===== config.mk =====
export PLATFORM = sky130hd
export DESIGN_NAME = reg_writeback_queue
export DESIGN_NICKNAME = d
export VERILOG_FILES = /design/src/rtl/cpu_pkg.sv /design/src/rtl/wb_fwd_lookup.sv /design/src/rtl/reg_writeback_queue.sv
export SDC_FILE = /design/constraint.sdc
export NUM_CORES = 1
export LEC_CHECK = 0
export CAP_MARGIN = 20
export CORE_ASPECT_RATIO = 2
export CORE_UTILIZATION = 54
export DETAILED_ROUTE_END_ITERATION = 12
export MAX_ROUTING_LAYER = met4
export PLACE_DENSITY = 0.86
export SYNTH_ARGS = -nofsm -noshare
export SYNTH_HDL_FRONTEND = slang
export SYNTH_SLANG_ARGS = --single-unit

===== constraint.sdc =====
create_clock -name clk -period 8.9 [get_ports clk]
set_clock_uncertainty 0.1 [all_clocks]
set_input_delay 2.67 -clock clk [delete_from_list [all_inputs] [get_ports clk]]
set_output_delay 2.67 -clock clk [all_outputs]
set_load 0.005 [all_outputs]

===== src/rtl/cpu_pkg.sv =====
// Shared CPU datapath widths and the writeback queue entry layout.
package cpu_pkg;

    localparam int REG_ADDR_W = 5;
    localparam int DATA_W     = 32;

    typedef struct packed {
        logic [REG_ADDR_W-1:0] dest;
        logic [DATA_W-1:0]     data;
    } wb_entry_t;

endpackage


===== src/rtl/wb_fwd_lookup.sv =====
// Forwarding lookup over age-ordered entries (index 0 oldest); youngest match wins.
// Purely combinational; address 0 never hits.
module wb_fwd_lookup
    import cpu_pkg::*;
#(
    parameter int DEPTH = 4
) (
    input  wb_entry_t             entries [DEPTH],
    input  logic [DEPTH-1:0]      valid,
    input  logic [REG_ADDR_W-1:0] addr,
    output logic                  hit,
    output logic [DATA_W-1:0]     data
);

    always_comb begin
        hit  = 1'b0;
        data = '0;
        // Later (younger) matches overwrite earlier ones.
        for (int i = 0; i < DEPTH; i++) begin
            if (valid[i] && (addr != '0) && (entries[i].dest == addr)) begin
                hit  = 1'b1;
                data = entries[i].data;
            end
        end
    end

endmodule


===== src/rtl/reg_writeback_queue.sv =====
// In-order register writeback FIFO; new entry reaches the write port 1 cycle after enqueue.
// wbReady = !full stalls producers; write port holds while wbAck=0. WB_FORWARD_EN adds pending-value forwarding.
module reg_writeback_queue
    import cpu_pkg::*;
#(
    parameter int DEPTH = 4,
    parameter int PTR_W = 2
) (
    input  logic                  clk,
    input  logic                  reset,
    input  logic                  wbValid,
    output logic                  wbReady,
    input  logic [REG_ADDR_W-1:0] wbDest,
    input  logic [DATA_W-1:0]     aluResult,
    input  logic [DATA_W-1:0]     memData,
    input  logic                  MemtoReg,
    output logic [REG_ADDR_W-1:0] regW,
    output logic [DATA_W-1:0]     wRegData,
    output logic                  RegWrite,
    input  logic                  wbAck,
    input  logic [REG_ADDR_W-1:0] reg1,
    input  logic [REG_ADDR_W-1:0] reg2,
    output logic                  fwd1Hit,
    output logic                  fwd2Hit,
    output logic [DATA_W-1:0]     fwd1Data,
    output logic [DATA_W-1:0]     fwd2Data,
    output logic [PTR_W:0]        count
);

    localparam logic [PTR_W:0] FULL_CNT = (PTR_W+1)'(DEPTH);

    wb_entry_t        mem_q [DEPTH];
    logic [PTR_W-1:0] head_q, head_d;
    logic [PTR_W-1:0] tail_q, tail_d;
    logic [PTR_W:0]   count_q, count_d;
    logic             wr_vld_q, wr_vld_d;
    wb_entry_t        wr_q, wr_d;
    wb_entry_t        in_entry;
    logic             enq;
    logic             deq;

    assign wbReady  = (count_q != FULL_CNT);
    assign in_entry = '{dest: wbDest, data: (MemtoReg ? memData : aluResult)};
    // x0 results are acknowledged to the producer but never stored.
    assign enq      = wbValid && wbReady && (wbDest != '0);
    assign deq      = wr_vld_q && wbAck;

    always_comb begin
        head_d   = head_q + PTR_W'(deq);
        tail_d   = tail_q + PTR_W'(enq);
        count_d  = count_q + (PTR_W+1)'(enq) - (PTR_W+1)'(deq);
        wr_vld_d = (count_d != '0);
        wr_d     = '0;
        // Next head comes from storage if an older entry survives, else from the input.
        if (count_q > (PTR_W+1)'(deq)) begin
            wr_d = mem_q[head_d];
        end else if (enq) begin
            wr_d = in_entry;
        end
    end

    always_ff @(posedge clk) begin
        if (reset) begin
            head_q   <= '0;
            tail_q   <= '0;
            count_q  <= '0;
            wr_vld_q <= 1'b0;
            wr_q     <= '0;
        end else begin
            head_q   <= head_d;
            tail_q   <= tail_d;
            count_q  <= count_d;
            wr_vld_q <= wr_vld_d;
            wr_q     <= wr_d;
        end
    end

    always_ff @(posedge clk) begin
        if (enq) begin
            mem_q[tail_q] <= in_entry;
        end
    end

    assign regW     = wr_q.dest;
    assign wRegData = wr_q.data;
    assign RegWrite = wr_vld_q;
    assign count    = count_q;

`ifdef WB_FORWARD_EN
    wb_entry_t        age_ord [DEPTH];
    logic [DEPTH-1:0] age_vld;

    always_comb begin
        for (int i = 0; i < DEPTH; i++) begin
            age_ord[i] = mem_q[head_q + PTR_W'(i)];
            age_vld[i] = ((PTR_W+1)'(i) < count_q);
        end
    end

    wb_fwd_lookup #(.DEPTH(DEPTH)) u_fwd1 (
        .entries (age_ord),
        .valid   (age_vld),
        .addr    (reg1),
        .hit     (fwd1Hit),
        .data    (fwd1Data)
    );

    wb_fwd_lookup #(.DEPTH(DEPTH)) u_fwd2 (
        .entries (age_ord),
        .valid   (age_vld),
        .addr    (reg2),
        .hit     (fwd2Hit),
        .data    (fwd2Data)
    );
`else
    logic unused_fwd_addr;
    assign unused_fwd_addr = ^{reg1, reg2};
    assign fwd1Hit  = 1'b0;
    assign fwd2Hit  = 1'b0;
    assign fwd1Data = '0;
    assign fwd2Data = '0;
`endif

endmodule


### Word-level counts from Yosys, hierarchy flattened

Memories as Yosys holds them, arrays and structs flattened.
Index checks and enable logic that the tools add are counted.

| storage, ports and cells | value |
|---|---|
| register bits | 45 |
| memory bits (writable) | 148 |
| input port bits | 84 |
| memories | 1 |

| operators by class | value |
|---|---|
| $add $sub $neg | 4 |
| $lt $le $gt $ge | 1 |
| eq/ne operators | 1 |
| multiplexer cells | 5 |
| reduce and logical (&&, ||, !) cells | 5 |

Memory list:

| memory | words | width | rd ports | clocked after memory_dff | write ports | line | RTL |
|---|---|---|---|---|---|---|---|
| mem_q | 4 | 37 | 1 | 0 | 1 | reg_writeback_queue.sv:32 | `wb_entry_t mem_q [DEPTH];` |

Operators by type and width:

| cell | count |
|---|---|
| $mux W37 | 2 |
| $mux W32 | 1 |
| $reduce_bool A5 Y1 | 1 |
| $add A2 B1 Y2 | 2 |
| $add A3 B1 Y3 | 1 |
| $gt A3 B1 Y1 | 1 |
| $logic_and A1 B1 Y1 | 3 |
| $ne A3 B3 Y1 const B | 1 |
| $reduce_bool A3 Y1 | 1 |
| $sub A3 B1 Y3 | 1 |
| $mux W1 | 2 |

### Depth between registers and ports, before layout

| logic depth | value |
|---|---|
| word-level depth | 6 |
| gate-level depth with buffers | 10 |
| gate-level depth less buffers | 9 |

### Worst setup path after synthesis

OpenSTA, ideal clock, no wires.

| path | value |
|---|---|
| path kind | input to register |
| start | in wbDest[2] |
| end | mem mem_q[1][0] (netlist bit) (enable) |
| library setup time | 0.485 ns |
| data arrival time | 5.863 ns |
| data required time | 8.315 ns |
| slack | 2.452 ns |
| stages on the path | 5 |
| path buffers | 1 |
| cells stage by stage | or4_1 > o211a_1 > buf_6 > inv_1 > nor3b_1 |

| between the ends | value |
|---|---|
| word-level cells in the longest chain between the ends | 4 |

RTL lines:

| item | line | RTL |
|---|---|---|
| start: declaration | reg_writeback_queue.sv:13 | `input logic [REG_ADDR_W-1:0] wbDest,` |
| $reduce_bool A5 Y1 | reg_writeback_queue.sv:45 | `assign enq = wbValid && wbReady && (wbDest != '0);` |
| $logic_and A1 B1 Y1 | reg_writeback_queue.sv:45 |  |
| $mux W1 | reg_writeback_queue.sv:79 | `if (enq) begin` |
| $mux W1 (not written as such) | reg_writeback_queue.sv:80 | `mem_q[tail_q] <= in_entry;` |
| end: declaration | reg_writeback_queue.sv:32 |  |

Every way passes these cells.

### Final worst setup path

| path | value |
|---|---|
| start | in wbAck |
| end | reg wr_q, in the netlist wRegData[11] |

| between the ends | value |
|---|---|
| word-level cells in the longest chain between the ends | 4 |

RTL lines:

| item | line | RTL |
|---|---|---|
| start: declaration | reg_writeback_queue.sv:20 | `input logic wbAck,` |
| $logic_and A1 B1 Y1 | reg_writeback_queue.sv:46 | `assign deq = wr_vld_q && wbAck;` |
| $add A2 B1 Y2 | reg_writeback_queue.sv:49 | `head_d = head_q + PTR_W'(deq);` |
| named net head_d[0] | reg_writeback_queue.sv:33 | `logic [PTR_W-1:0] head_q, head_d;` |
| $mem_v2 Z4 W37 | n/a |  |
| $mux W37 | reg_writeback_queue.sv:55 | `if (count_q > (PTR_W+1)'(deq)) begin` |
| end signal: assignment | reg_writeback_queue.sv:74 | `wr_q <= wr_d;` |
| end: declaration | reg_writeback_queue.sv:37 | `wb_entry_t wr_q, wr_d;` |

The timed path passes the listed nets, and every way through them passes these cells.
A chain may end at the register's enable or synchronous reset.

==> parameters.txt <==
Parameter                              Value

STA
  Final setup violation count    0
  Unrepaired setup endpoints after global routing    false
  Upper clock frequency limit    0.193 GHz
  Worst Tran Pin Value    1.01 ns
  Headroom to the max-slew limit    32.4%
  Worst path setup slack after routing    3.72 ns
  Number of hold violations in the final report    0
  Tmin final    5.18 ns
  Worst hold slack after final layout    0.520 ns
  Final number of max-transition violations    0
  Part of the cycle the worst path needs    58.1%
  Setup TNS after final layout    0 ns

Die
  Vertical extent of the die    175 um
  Cell row count    62
  Horizontal extent of the die    88.5 um
  Top-level I/O count    192
  Initial Util    55.7%
  Placeable core region    14500 um^2
  Total die area    15500 um^2

CTS
  Clock Sinks    193
  Cell at the root of the clock tree    sky130_fd_sc_hd__clkbuf_16
  TritonCTS clock tree    built
  Hold-fix buffers, CTS    0
  Buffer levels on the longest clock path    2
  Number of setup buffers added after CTS    0
  Number of buffers created by CTS    17
  CTS H-Tree Depth    4
  Worst-Skew Late Latency    0.42 ns
  Count of cells resized by post-cts repair    0
  Clock-pin transition on the worst setup and hold timing paths    0.07 ns

Critical path
  Worst path required time    9.10 ns
  Crit path kind    input port to flip-flop
  Crit path launch type    input port
  Kind of cell with the highest combined delay on the critical path    buffers and inverters
  Critical Path Fanout Max    21
  Critical Path Sink Type    flip-flop
  Signal arrival time at the worst endpoint    5.37 ns
  Slowest Stage Delay on Critical Path    0.77 ns
  Combined buffer and inverter count along the critical path    2
  Slowest library cell on the worst path    sky130_fd_sc_hd__ha_2
  Worst path cell trace    clkdlybuf4s50_1, and2_1, ha_2, buf_4, mux4_2, a32o_1

Route
  Total iterations of the first detailed-routing run    4
  Antenna-violating nets left    0
  Final wirelength    15.1 mm
  First-iteration detailed-routing DRC count    228
  Vias per cell    5.44
  Routed via count    4273
  Post-route DRC    0
  WL per Instance    19.2 um

Place
  Pre-CTS WS    3.27 ns
  Placed Cells incl. Taps    753
  Cell area reported after detailed placement    9170 um^2
  Final weighted congestion in routability-driven placement    0.716
  DP HPWL    9.53 mm
  Number of I/O port buffers    115

Logic synthesis
  Primary FF master, synth    sky130_fd_sc_hd__edfxtp_1
  Combined area of all synthesized cells    8080 um^2
  Syn. warnings    0
  EDFF count, synth    148
  Share of async-settable or async-resettable flops after synthesis    0%
  Post-Syn Instances    464
  Synthesized area divided by synthesized cell count    17.4 um^2
  Largest cells by area after synthesis    sky130_fd_sc_hd__edfxtp_1, sky130_fd_sc_hd__dfxtp_1, sky130_fd_sc_hd__mux4_2, sky130_fd_sc_hd__buf_4, sky130_fd_sc_hd__a32o_1
  Total of flip-flops plus latches after synthesis    193
  Proportion of synthesized chip area in sequential cells    66.2%
  Library cell occupying the most area in the post-synthesis netlist    sky130_fd_sc_hd__edfxtp_1
  Yosys cell types    31
  Area share of the largest cell type after synthesis    55.0%

Power
  Peak supply drop    207 uV
  P_leak    3.37 nW
  Cell area power density    295 nW/um^2
  Power Total    2.89 mW

Finish
  Post-route cell area    9790 um^2
  Diodes inserted    0
  Signed area change from the synthesized netlist to the final layout    21.3%
  Filler-free cell count of the finished design    785
  Share of cells above drive strength 1    20.1%
  Utilization after layout    67.5%
  Number of nets in the finished design    672

Global route
  Aggregate global-route resource usage    21.9%
  Pin count of the biggest net entering global routing    43
  Global-route wire length before repair    23.6 mm
  Grt ovf    0
  Vias in the first global route    4492
  Initial antenna violation count    0

Flow run
  Max-cap viol count    0

Status
  Result of the run    finished clean

Worst hold path
  Type of the tightest min-delay check    flip-flop to flip-flop
==> tightest hold or removal path, stage by stage (launching register included) <==
cell                      delay (ns)
sky130_fd_sc_hd__dfxtp_1        0.36
sky130_fd_sc_hd__xnor2_1        0.17
sky130_fd_sc_hd__nor2_1         0.04
==> cells in the mapped netlist, types with 2 or more instances <==
cell type and count:
sky130_fd_sc_hd__nor2b_1 37, sky130_fd_sc_hd__buf_8 3, sky130_fd_sc_hd__clkbuf_1 10, sky130_fd_sc_hd__a32o_1 37, sky130_fd_sc_hd__mux4_2 37, sky130_fd_sc_hd__mux2_1 2
sky130_fd_sc_hd__mux2_2 30, sky130_fd_sc_hd__ha_1 7, sky130_fd_sc_hd__dfxtp_1 45, sky130_fd_sc_hd__buf_2 12, sky130_fd_sc_hd__nor3b_1 2, sky130_fd_sc_hd__buf_4 67
sky130_fd_sc_hd__edfxtp_1 148, sky130_fd_sc_hd__nor2_1 4, sky130_fd_sc_hd__inv_1 6, sky130_fd_sc_hd__xor2_1 2
==> kinds of logic (layout without fill, tap and decap cells) <==
kind of cell    after synthesis  after routing  share of synthesized area, %
compound gates               41             41                          5.07
xor+xnor                      3              3                         0.325
fa+ha+maj                     8              8                          1.33
buf+inv                      99            163                          8.41
flops                       193            193                          66.2
mux                          69             69                          14.8
other cells                   1             66                        0.0464
simple gates                 50             50                          3.86
==> power breakdown <==
part / switching (mW) / leakage [nW] / internal (mW)
registers: 0.0498 / 1.73 / 1.15
logic: 0.432 / 1.34 / 0.465
clock network: 0.340 / 0.303 / 0.452
total: 0.822 / 3.37 / 2.07
==> sequential cells by signal (all words and copies together) (netlist names) <==
register	count
RegWrite	1
count	3
wRegData	32
regW	5
head_q	2
mem_q	148
tail_q	2
==> placed cells by master (no fill, tap or decap), types with 2 or more instances in the layout <==
master                              n
sky130_fd_sc_hd__nor2b_1           37
sky130_fd_sc_hd__nor3b_2            2
sky130_fd_sc_hd__clkdlybuf4s50_1  113
sky130_fd_sc_hd__clkinv_4           4
sky130_fd_sc_hd__mux2_1             2
sky130_fd_sc_hd__clkbuf_16         17
sky130_fd_sc_hd__edfxtp_1         148
sky130_fd_sc_hd__bufinv_16          3
sky130_fd_sc_hd__inv_1              6
sky130_fd_sc_hd__a32o_1            37
sky130_fd_sc_hd__inv_6              2
sky130_fd_sc_hd__buf_2              2
sky130_fd_sc_hd__buf_4             10
sky130_fd_sc_hd__inv_8              4
sky130_fd_sc_hd__mux2_2            30
sky130_fd_sc_hd__dfxtp_1           45
sky130_fd_sc_hd__mux4_2            37
sky130_fd_sc_hd__ha_1               6
sky130_fd_sc_hd__conb_1            66
sky130_fd_sc_hd__nor2_1             4
==> layout make-up <==
type                            count  area [um^2]
Tap cell                          192          240
Multi-Input combinational cell    237         2340
Sequential cell                   193         5350
Clock inverter                     15          199
Clock buffer                       17          425
Timing Repair Buffer              125         1220
Fill cell                         974         4710
Inverter                            6         22.5
==> layer usage <==
metal / vias to the layer above / track usage, % / part of all wire (%)
met5: - / - / 0
met4: 0 / 8.60 / 2.3
met3: 22 / 3.83 / 4.1
met2: 178 / 39.3 / 58
met1: 2166 / 23.1 / 35
li1: 1907 / - / -
==> final timing paths <==
kind                            slack [ns]  depth (start not counted)  startpoint           end
worst max-delay path                  3.72                          6       wbAck  wRegData[11]
worst min-delay path                  0.52                          2   tail_q[1]     tail_q[1]
worst max register to register        6.03                          5    RegWrite  wRegData[11]
worst min register to register        0.52                          2   tail_q[1]     tail_q[1]
Power figures use the tool's default switching activity.
